===== src/rtl/system_onchip_mem_stream_writer.sv =====
// Packs a 32-bit valid/ready stream into 64-bit little-endian words and writes them
// to consecutive addresses of a zero-wait-state on-chip memory.
module system_onchip_mem_stream_writer #(
    parameter int ADDR_WIDTH = 13,
    parameter int CNT_WIDTH  = 15
) (
    input  logic                  clk,
    input  logic                  reset,
    input  logic                  start,
    input  logic [ADDR_WIDTH-1:0] base_addr,
    input  logic [CNT_WIDTH-1:0]  num_words,
    output logic                  busy,
    output logic                  done,
    input  logic                  in_valid,
    output logic                  in_ready,
    input  logic [31:0]           in_data,
    output logic [ADDR_WIDTH-1:0] address,
    output logic [7:0]            byteenable,
    output logic                  chipselect,
    output logic                  write,
    output logic [63:0]           writedata
);

    typedef enum logic [2:0] {IDLE, LO, HI, WR, FIN} state_t;

    state_t                state;
    logic [ADDR_WIDTH-1:0] addr_q;
    logic [CNT_WIDTH-1:0]  rem_q;
    logic [31:0]           pack_lo;

    // Ready depends on state only, so there is no combinational path from in_valid.
    always_comb begin
        in_ready = 1'b0;
        if (state == LO || state == HI)
            in_ready = 1'b1;
    end

    always_ff @(posedge clk or posedge reset) begin
        if (reset) begin
            state      <= IDLE;
            addr_q     <= '0;
            rem_q      <= '0;
            pack_lo    <= '0;
            busy       <= 1'b0;
            done       <= 1'b0;
            address    <= '0;
            byteenable <= '0;
            chipselect <= 1'b0;
            write      <= 1'b0;
            writedata  <= '0;
        end else begin
            chipselect <= 1'b0;
            write      <= 1'b0;
            byteenable <= '0;
            done       <= 1'b0;
            case (state)
                IDLE: begin
                    if (start) begin
                        if (num_words != '0) begin
                            addr_q <= base_addr;
                            rem_q  <= num_words;
                            busy   <= 1'b1;
                            state  <= LO;
                        end else begin
                            done  <= 1'b1;
                            busy  <= 1'b0;
                            state <= FIN;
                        end
                    end
                end
                LO: begin
                    if (in_valid) begin
                        pack_lo <= in_data;
                        rem_q   <= rem_q - CNT_WIDTH'(1);
                        if (rem_q == CNT_WIDTH'(1)) begin
                            // Lone final word: upper half zeroed, only low bytes enabled.
                            chipselect <= 1'b1;
                            write      <= 1'b1;
                            byteenable <= 8'h0F;
                            address    <= addr_q;
                            writedata  <= {32'h0, in_data};
                            state      <= WR;
                        end else begin
                            state <= HI;
                        end
                    end
                end
                HI: begin
                    if (in_valid) begin
                        rem_q      <= rem_q - CNT_WIDTH'(1);
                        chipselect <= 1'b1;
                        write      <= 1'b1;
                        byteenable <= 8'hFF;
                        address    <= addr_q;
                        writedata  <= {in_data, pack_lo};
                        state      <= WR;
                    end
                end
                WR: begin
                    addr_q <= addr_q + ADDR_WIDTH'(1);
                    if (rem_q != '0) begin
                        state <= LO;
                    end else begin
                        done  <= 1'b1;
                        busy  <= 1'b0;
                        state <= FIN;
                    end
                end
                FIN: begin
                    state <= IDLE;
                end
                default: begin
                    state <= IDLE;
                end
            endcase
        end
    end

endmodule


===== config.mk =====
export PLATFORM = sky130hd
export DESIGN_NAME = system_onchip_mem_stream_writer
export DESIGN_NICKNAME = d
export VERILOG_FILES = /design/src/rtl/system_onchip_mem_stream_writer.sv
export SDC_FILE = /design/constraint.sdc
export NUM_CORES = 1
export LEC_CHECK = 0
export BUFFER_PORTS_ARGS = -buffer_cell sky130_fd_sc_hd__buf_2
export CORE_MARGIN = 2
export CORE_UTILIZATION = 45
export CTS_CLUSTER_DIAMETER = 40
export DETAILED_ROUTE_END_ITERATION = 12
export PLACE_DENSITY_LB_ADDON = 0.12
export SETUP_SLACK_MARGIN = 0.2
export SYNTH_ARGS = -nofsm -noshare
export SYNTH_HDL_FRONTEND = slang
export SYNTH_SLANG_ARGS = --single-unit

===== constraint.sdc =====
create_clock -name clk -period 4.5 [get_ports clk]
set_input_delay 0.225 -clock clk [delete_from_list [all_inputs] [get_ports clk]]
set_output_delay 0.225 -clock clk [all_outputs]
set_load 0.005 [all_outputs]

# Yosys cells after proc, flatten, opt, wreduce, memory -nomap -nowiden

Cells that the tools add are included.

Bits in registers: 151
Input port bits: 64
Output and inout bits: 90
Logic and storage cells: 76

Add/subtract/negate cells: 2
Eq/ne operators: 11
Mux-type cells: 39
Reduce and logical (&&, ||, !) cells: 14

Operator list:

| cell                                                   | count |
|---|---|
| 2-to-1 mux 64 bit                                      | 3 |
| case mux 64 bit (2 select lines)                       | 1 |
| 2-to-1 mux 13 bit                                      | 5 |
| case mux 13 bit (2 select lines)                       | 2 |
| 2-to-1 mux 15 bit                                      | 3 |
| case mux 15 bit (2 select lines)                       | 1 |
| nonzero test 15 bit                                    | 2 |
| case mux 8 bit (2 select lines)                        | 1 |
| equality test 15 x 1 -> 1 bit (second input constant)  | 1 |
| 2-to-1 mux 3 bit                                       | 5 |
| subtractor 15 x 1 -> 15 bit (second input constant)    | 1 |
| adder 13 x 1 -> 13 bit (second input constant)         | 1 |
| case mux 3 bit (4 select lines)                        | 1 |
| 2-to-1 mux 1 bit                                       | 11 |
| inequality test 2 bit (second input constant)          | 5 |
| AND reduction 3 bit                                    | 3 |
| 2-to-1 mux 4 bit                                       | 2 |
| 2-to-1 mux 8 bit                                       | 1 |
| AND reduction 4 bit                                    | 2 |
| equality test 3 x 2 -> 1 bit (second input constant)   | 2 |
| case mux 1 bit (2 select lines)                        | 3 |
| nonzero test 2 bit                                     | 3 |
| inequality test 2 x 1 -> 1 bit (second input constant) | 2 |
| equality test 3 x 1 -> 1 bit (second input constant)   | 1 |
| 4 further kinds                                        | 4 |

# Logic depth before layout (Yosys ltp)

Gate-level depths: netlist of the first run.

Depth in word-level cells: 4
Gate-level depth with buffers: 9
Mapped depth without buffers: 7

# Worst setup path before layout of the first run

OpenSTA, ideal clock, no wires.

Path kind: register to register
From: register rem_q[8]
To: register address[0]
Library setup time: 125 ps
Data arrival time: 2070 ps
Data required time: 4375 ps
Setup slack: 2305 ps
Cell stages (with the launch flop): 6
Buffers on the path: 1
Clock period less this slack: 2195 ps
Cell sequence: dfrtp_1 -> or4_4 -> nor4_4 -> a41oi_4 -> buf_6 -> mux2_4

Word-level cells in the longest chain between the ends: 3

RTL lines:

| item                                            | line | text |
|---|---|---|
| start, declared                                 | 28   | `logic [CNT_WIDTH-1:0] rem_q;` |
| start signal, assigned                          | 61   | `rem_q <= num_words;` |
| start signal, assigned                          | 74   | `rem_q <= rem_q - CNT_WIDTH'(1);` |
| start signal, assigned                          | 90   | `rem_q <= rem_q - CNT_WIDTH'(1);` |
| equality test 15 x 1 -> 1 bit                   | 75   | `if (rem_q == CNT_WIDTH'(1)) begin` |
| inequality test 2 x 1 -> 1 bit (no source line) | -    |  |
| AND reduction 4 bit (no source line)            | -    |  |
| end signal, assigned                            | 80   | `address <= addr_q;` |
| end signal, assigned                            | 94   | `address <= addr_q;` |
| end, declared                                   | 17   | `output logic [ADDR_WIDTH-1:0] address,` |

No other way between the ends.
A chain may end at the register's enable or synchronous reset.

# Worst setup path in the final report of the first run

From: register rem_q[8]
To: register address[8]

Same word-level chain as after synthesis.

==> reports/results.tsv, run 1 <==
stage	metric	value	unit
sta	slew_violations	0	
yosys	synth_area_leaders	dfrtp_1 (55%), nand2_1 (6.3%), o21ai_0 (5.6%), mux2_2 (5.5%), mux2i_1 (5.3%)	
yosys	synth_seq_area_share	54.6	%
clock_tree	cts-buffers-inserted	17	
power	p_per_area	727	nW/µm²
job	maxCapViolCount	0	
grt	grt_first_pass_wirelength	24900	µm
yosys	synth_edf_count	0	
grt	grt_max_degree	112	
critical_path	endpoint_kind	flop	
cells_and_area	layout-drive-gt1-share	32.2	%
power	clockPowerShare	27.3	%
drt	top_layer_used	met4	
sta	fmax	0.330	GHz
power	power.leakage	0.00373	µW
cells_and_area	fin_nets	821	
sta	rsz0062_at_grt	no	
yosys	synthXorXnorAreaFrac	0.133	%
yosys	yosysMostFrequentCell	dfrtp_1	
drt	wl_per_cell	15.7	µm
hold_path	min_path_type	input pin to asynchronous set/reset pin	
clock_tree	h-tree-depth	4	
sta	fin_crit	3030	ps
floorplan	die_w	125	µm
yosys	synth_area	6600	µm²
drt	drtIter0Drc	370	
sta	hold_viol	0	
clock_tree	cts_root_buffer	clkbuf_16	
critical_path	startpoint_type	flop	
cells_and_area	layout.cells.non_filler	949	
critical_path	crit_type	flop to flop	
yosys	synth_nets	692	
yosys	synth_compound_area_share	13.0	%
power	vdd_drop_max	295	µV
critical_path	required	4800	ps
clock_tree	clkSinkCount	144	
sta	clock-skew-final	7.46	ps
yosys	ys_ff_latch	144	
floorplan	die_y	125	µm
critical_path	crit_fanout	103	
sta	setup_viol	0	
floorplan	num_rows	44	
yosys	synth_cell_type_count	50	
floorplan	core	14400	µm²
clock_tree	cts_buffer_depth	2	
sta	whs	54.7	ps
drt	viasPerCell	5.29	
floorplan	dieArea	15600	µm²
clock_tree	tritoncts	built	
sta	slew_headroom	30.8	%
run_status	status	finished, final reports clean	
yosys	async_flop_share	100	%
yosys	synth_top_area_share	54.6	%
grt	grt-ovfl-total	0	
yosys	ys_warn_count	0	
yosys	ys.flop_type	dfrtp_1	
yosys	synth.area.mux_share	13.5	%
clock_tree	path_clk_slew	60	ps
grt	antenna_found_initial	0	
clock_tree	clock_latency	420	ps
place	io_buffers	153	
drt	met3_length	739	µm
yosys	syn_avg_cell_area	10.6	µm²
yosys	yosys.area_share.adder	0.569	%
drt	drc	0	
yosys	synth_top_family_by_area	multiplexers	
clock_tree	postCtsSetupRepairBufs	0	
cells_and_area	antenna_cells	0	
power	pwr-share-comb	33.2	%
drt	wl_met1	6670	µm
critical_path	arrival	3330	ps
floorplan	io_pins	154	
power	p_int	3880	µW
clock_tree	cts_hold_buf	0	
grt	first_global_vias	4974	
place	dp.final_hpwl	9860	µm
grt	track_usage	19.6	%
sta	tns	0	ps
yosys	synth_top_area_cell	dfrtp_1	
cells_and_area	syn_to_final_growth	21.9	%
yosys	synth_common_cells	dfrtp_1 (144), nand2_1 (110), o21ai_0 (74)	
yosys	synthCells	625	
power	swShare	33.6	%
place	globalplace.congestion	0.809	
power	switching_power	1970	µW
sta	finalCritPeriodShare	67.3	%
floorplan	initial_core_util	45.7	%
yosys	synth-simple-area-share	13.4	%
drt	wl_met2	7240	µm
clock_tree	post_cts_resize_count	0	
drt	via_count	5018	
drt	drt-total-wl	14900	µm
drt	ant_nets	0	
drt	firstDrtPassIters	5	
place	dp_cells	919	
sta	tightestPinTransition	1030	ps
power	seq_power_share	39.5	%
[worst paths after layout]
path                          startpoint       endpoint  slack (ps)  cells past startpoint
max in group asynchronous          reset  writedata[25]        3430                      3
min                                reset      rem_q[11]          50                      2
max reg2reg                     rem_q[8]     address[8]        1470                      5
min reg2reg                writedata[30]  writedata[30]         470                      2
max                             rem_q[8]     address[8]        1470                      5
min in group clk             in_data[17]  writedata[49]          50                      3
[layer usage]
layer  vias up  global-route usage [%]
met2       101                    31.5
met3        16                    5.26
met1      2447                    25.7
met5         -                       0
li1       2454                       -
met4         0                    6.99
[sequential cells by signal, indices dropped and copies added (netlist names)]
signal      cells
addr_q         13
address        13
busy            1
byteenable      2
done            1
pack_lo        32
rem_q          15
state           3
writedata      64
[power by group through the flow]
stage	Combinational, µW	Clock [µW]	Sequential [µW]
after floorplan	1370	0	2250
after global placement	1900	0	2290
after detailed placement	1970	0	2330
after CTS	1970	1630	2310
after global routing	2200	1680	2400
final	1940	1600	2310
[per-stage QoR]
stage / worst slack [ps] / total power, µW / cell area, µm² / utilization (%)
global placement: 1610 / 4190 / 7380 / 51.1
finish: 1470 / 5850 / 8040 / 55.8
detailed placement: 1520 / 4290 / 7380 / 51.1
CTS: 1510 / 5910 / 8040 / 55.8
global route: 1320 / 6280 / 8040 / 55.8
floorplan: 409 / 3620 / 6600 / -
[placed cells by master, fill, tap and decap left out, drive strengths merged, types with 5 or more instances in the layout]
cell type / Yosys / final
nand3: 11 / 11
or4: 5 / 5
inv: 8 / 8
o22ai: 5 / 5
buf: 22 / 158
mux2: 44 / 44
nand4: 6 / 6
dfrtp: 144 / 144
nor2: 23 / 23
bufinv: 0 / 6
nor4: 9 / 9
a211oi: 6 / 6
o21ai: 93 / 93
mux2i: 35 / 35
clkbuf: 26 / 21
nor3: 13 / 13
a21oi: 25 / 25
nand2: 110 / 110
[cells by family (layout without fill, tap and decap cells)]
kind of cell               count (synthesis)  count (layout)
and+or+nand+nor                          193             193
AOI/OAI and AO/OA                        149             149
DFF                                      144             144
muxes                                     79              79
buffers and inverters                     56             196
adders and majority gates                  3               3
xor gates and xnor gates                   1               1
[worst max-delay path, stage by stage, from the launching register on]
cell and delay (ps):
dfrtp_1 450, or4_4 610, nor4_4 440, a41oi_4 550
buf_12 430, mux2_4 360
[area by class of cell]
cell class | instances | area [µm²]
sequential | 144 | 3600
multi-input combinational | 425 | 2690
inverter | 8 | 35.0
clock buffer | 21 | 460
clock inverter | 9 | 206
timing repair buffer | 158 | 816
fill | 1291 | 6380
tap | 184 | 230
Note: power is estimated with default switching activity, not from simulation.
==> run 2, diff against run 1 <==
==> constraint.sdc (replaced) <==
create_clock -name clk -period 2.6 [get_ports clk]
set_input_delay 0.13 -clock clk [delete_from_list [all_inputs] [get_ports clk]]
set_output_delay 0.13 -clock clk [all_outputs]
set_load 0.005 [all_outputs]
==> run 2 against run 1 <==
Combinational power rose by 85%. Sequential power is 74% higher. Clock skew up 3.8 ps. Clock-buffer cell count shrank 2. Non-clock buffer count grew 57. Flip-flop and latch count did not move.
==> reports/results.tsv, run 2 (synthesized netlist as in run 1, its figures left out) <==
stage	metric	value	unit	change
floorplan	die_y	125	µm	unchanged
sta	clock-skew-final	11.2	ps	was 7.46 ps
floorplan	num_rows	44		unchanged
floorplan	dieArea	15600	µm²	unchanged
critical_path	max_stage_delay	550	ps	was 610 ps
sta	rsz0062_at_grt	no		unchanged
place	globalplace.congestion	0.812		was 0.809
place	io_buffers	153		unchanged
cells_and_area	fin_nets	878		was 821
cells_and_area	layout-drive-gt1-share	33.0	%	was 32.2%
grt	first_global_vias	4949		was 4974
run_status	status	finished, final reports clean		unchanged
hold_path	hp-start	start		
clock_tree	h-tree-depth	4		unchanged
job	maxCapViolCount	0		unchanged
grt	grt-ovfl-total	0		unchanged
cells_and_area	final_cell_mix	buf_2 (153), dfrtp_1 (140), nand2_1 (110)		was buf_2 (153), dfrtp_1 (144), nand2_1 (110)
hold_path	hold_end	busy		
cells_and_area	multiInputGateArea	2700	µm²	was 2690 µm²
clock_tree	cts_buffer_depth	2		unchanged
drt	via_count	5301		was 5018
hold_path	holdPathStages	3		
power	p_per_area	1160	nW/µm²	was 727 nW/µm²
sta	setup_ws	355	ps	was 1470 ps
cells_and_area	reg_top3	writedata (64), pack_lo (32), rem_q (15)		unchanged
critical_path	endpoint_kind	flop		unchanged
cells_and_area	syn_to_final_growth	29.3	%	was 21.9%
sta	hold_viol	0		unchanged
grt	grt_first_pass_wirelength	24900	µm	about the same
cells_and_area	antenna_cells	0		unchanged
floorplan	core	14400	µm²	unchanged
critical_path	reg2reg_depth	6		was 5
power	power.leakage	0.00392	µW	was 0.00373 µW
sta	setup_viol	0		unchanged
cells_and_area	layout_commonest_cell	buf_2		unchanged
critical_path	r2r_slack	360	ps	was 1470 ps
cells_and_area	num-fill-cells	1231		was 1291
hold_path	min_path_type	input pin to flop		was input pin to asynchronous set/reset pin
cells_and_area	largest_register	writedata		unchanged
clock_tree	clkSinkCount	144		unchanged
floorplan	die_w	125	µm	unchanged
critical_path	cp_cell_sequence	or4_4 -> nor4_4 -> a41oi_4 -> buf_4 -> clkbuf_16 -> mux2_4		was or4_4 -> nor4_4 -> a41oi_4 -> buf_12 -> mux2_4
critical_path	r2r_start	rem_q[9]		was rem_q[8]
place	dp.final_hpwl	9840	µm	was 9860 µm
place	dp_slack	227	ps	was 1520 ps
floorplan	initial_core_util	45.7	%	unchanged
sta	tightestPinTransition	905	ps	was 1030 ps
clock_tree	cts_root_buffer	clkbuf_16		unchanged
critical_path	crit_fanout	5		was 103
grt	antenna_found_initial	0		unchanged
grt	track_usage	19.6	%	about the same
sta	fin_crit	2240	ps	was 3030 ps
drt	drc	0		unchanged
critical_path	arrival	2540	ps	was 3330 ps
sta	tns	0	ps	unchanged
drt	ant_nets	0		unchanged
clock_tree	clock_latency	420	ps	about the same
critical_path	required	2900	ps	was 4800 ps
critical_path	startpoint_type	flop		unchanged
critical_path	crit_path_top_delay_cell	or4_4		unchanged
clock_tree	cts-buffers-inserted	17		unchanged
sta	slew_violations	0		unchanged
critical_path	crit_type	flop to flop		unchanged
clock_tree	tritoncts	built		unchanged
floorplan	io_pins	154		unchanged
grt	grt_max_degree	144		was 112
cells_and_area	seqCellArea	3610	µm²	was 3600 µm²
drt	viasPerCell	5.26		was 5.29
critical_path	timing.rr.end	address[3]		was address[8]
sta	finalCritPeriodShare	86.3	%	was 67.3%
power	vdd_drop_max	753	µV	was 295 µV
drt	drtIter0Drc	405		was 370
clock_tree	path_clk_slew	60	ps	about the same
sta	fmax	0.446	GHz	was 0.330 GHz
cells_and_area	largest_register_ffs	64		unchanged
sta	slew_headroom	39.7	%	was 30.8%
drt	drt-total-wl	16200	µm	was 14900 µm
drt	firstDrtPassIters	4		was 5
drt	wl_per_cell	16.0	µm	was 15.7 µm
-- run 2: how the worst max path moves through the flow --
stage	from	cells after the start	slack, ps	endpoint
after floorplan	rem_q[8]	5	400	address[0]
after global placement	rem_q[8]	5	270	address[10]
after detailed placement	rem_q[8]	5	230	address[10]
after CTS	rem_q[8]	5	210	address[9]
after global routing	state[1]	5	230	in_ready
final	rem_q[9]	6	360	address[3]
-- run 2: repair_timing --
item	in CTS	in global routing
cloned	0	5
hold buffers	40	0
gates resized for setup	1	12
setup endpoints to repair	1	28
pin swaps	0	2
hold endpoints to repair	94	0
setup buffers	0	6
-- run 2: power by group --
part | internal (µW) | total [µW] | switching, µW
sequential | 3270 | 4010 | 737
combinational | 1770 | 3590 | 1830
clock | 1340 | 2290 | 953
-- run 2: cell type report --
class | instances | share of cell area (%)
Sequential cell | 144 | 42.3
Clock buffer | 19 | 5.19
Clock inverter | 13 | 1.33
Inverter | 8 | 0.440
Multi-Input combinational cell | 425 | 31.6
Timing Repair Buffer | 215 | 16.4
Tap cell | 184 | 2.70
-- run 2: critical path, delay by kind of cell (launching register included) --
kind / cells / cell delay, ps
muxes: 1 / 300
buffers and inverters: 2 / 350
DFF: 1 / 420
and+or+nand+nor: 2 / 900
AOI/OAI and AO/OA: 1 / 150
-- run 2: through the flow --
step	hold WS [ps]	total power [µW]	std cells	instance area, µm²	utilization (%)
floorplan	257	6270	625	6600	-
global placement	223	7330	925	7450	51.6
detailed placement	239	7470	925	7450	51.6
CTS	4.02	9840	997	8400	58.3
global route	15.2	10600	1008	8530	59.1
finish	21.6	9890	1008	8530	59.1
-- run 2: metal layers --
metal / part of all wire (%) / track usage [%] / vias to the layer above
li1: - / - / 2571
met1: 45 / 26.0 / 2580
met2: 49 / 31.6 / 138
met3: 4.9 / 6.16 / 12
met4: 0.73 / 5.03 / 0
met5: 0 / 0 / -
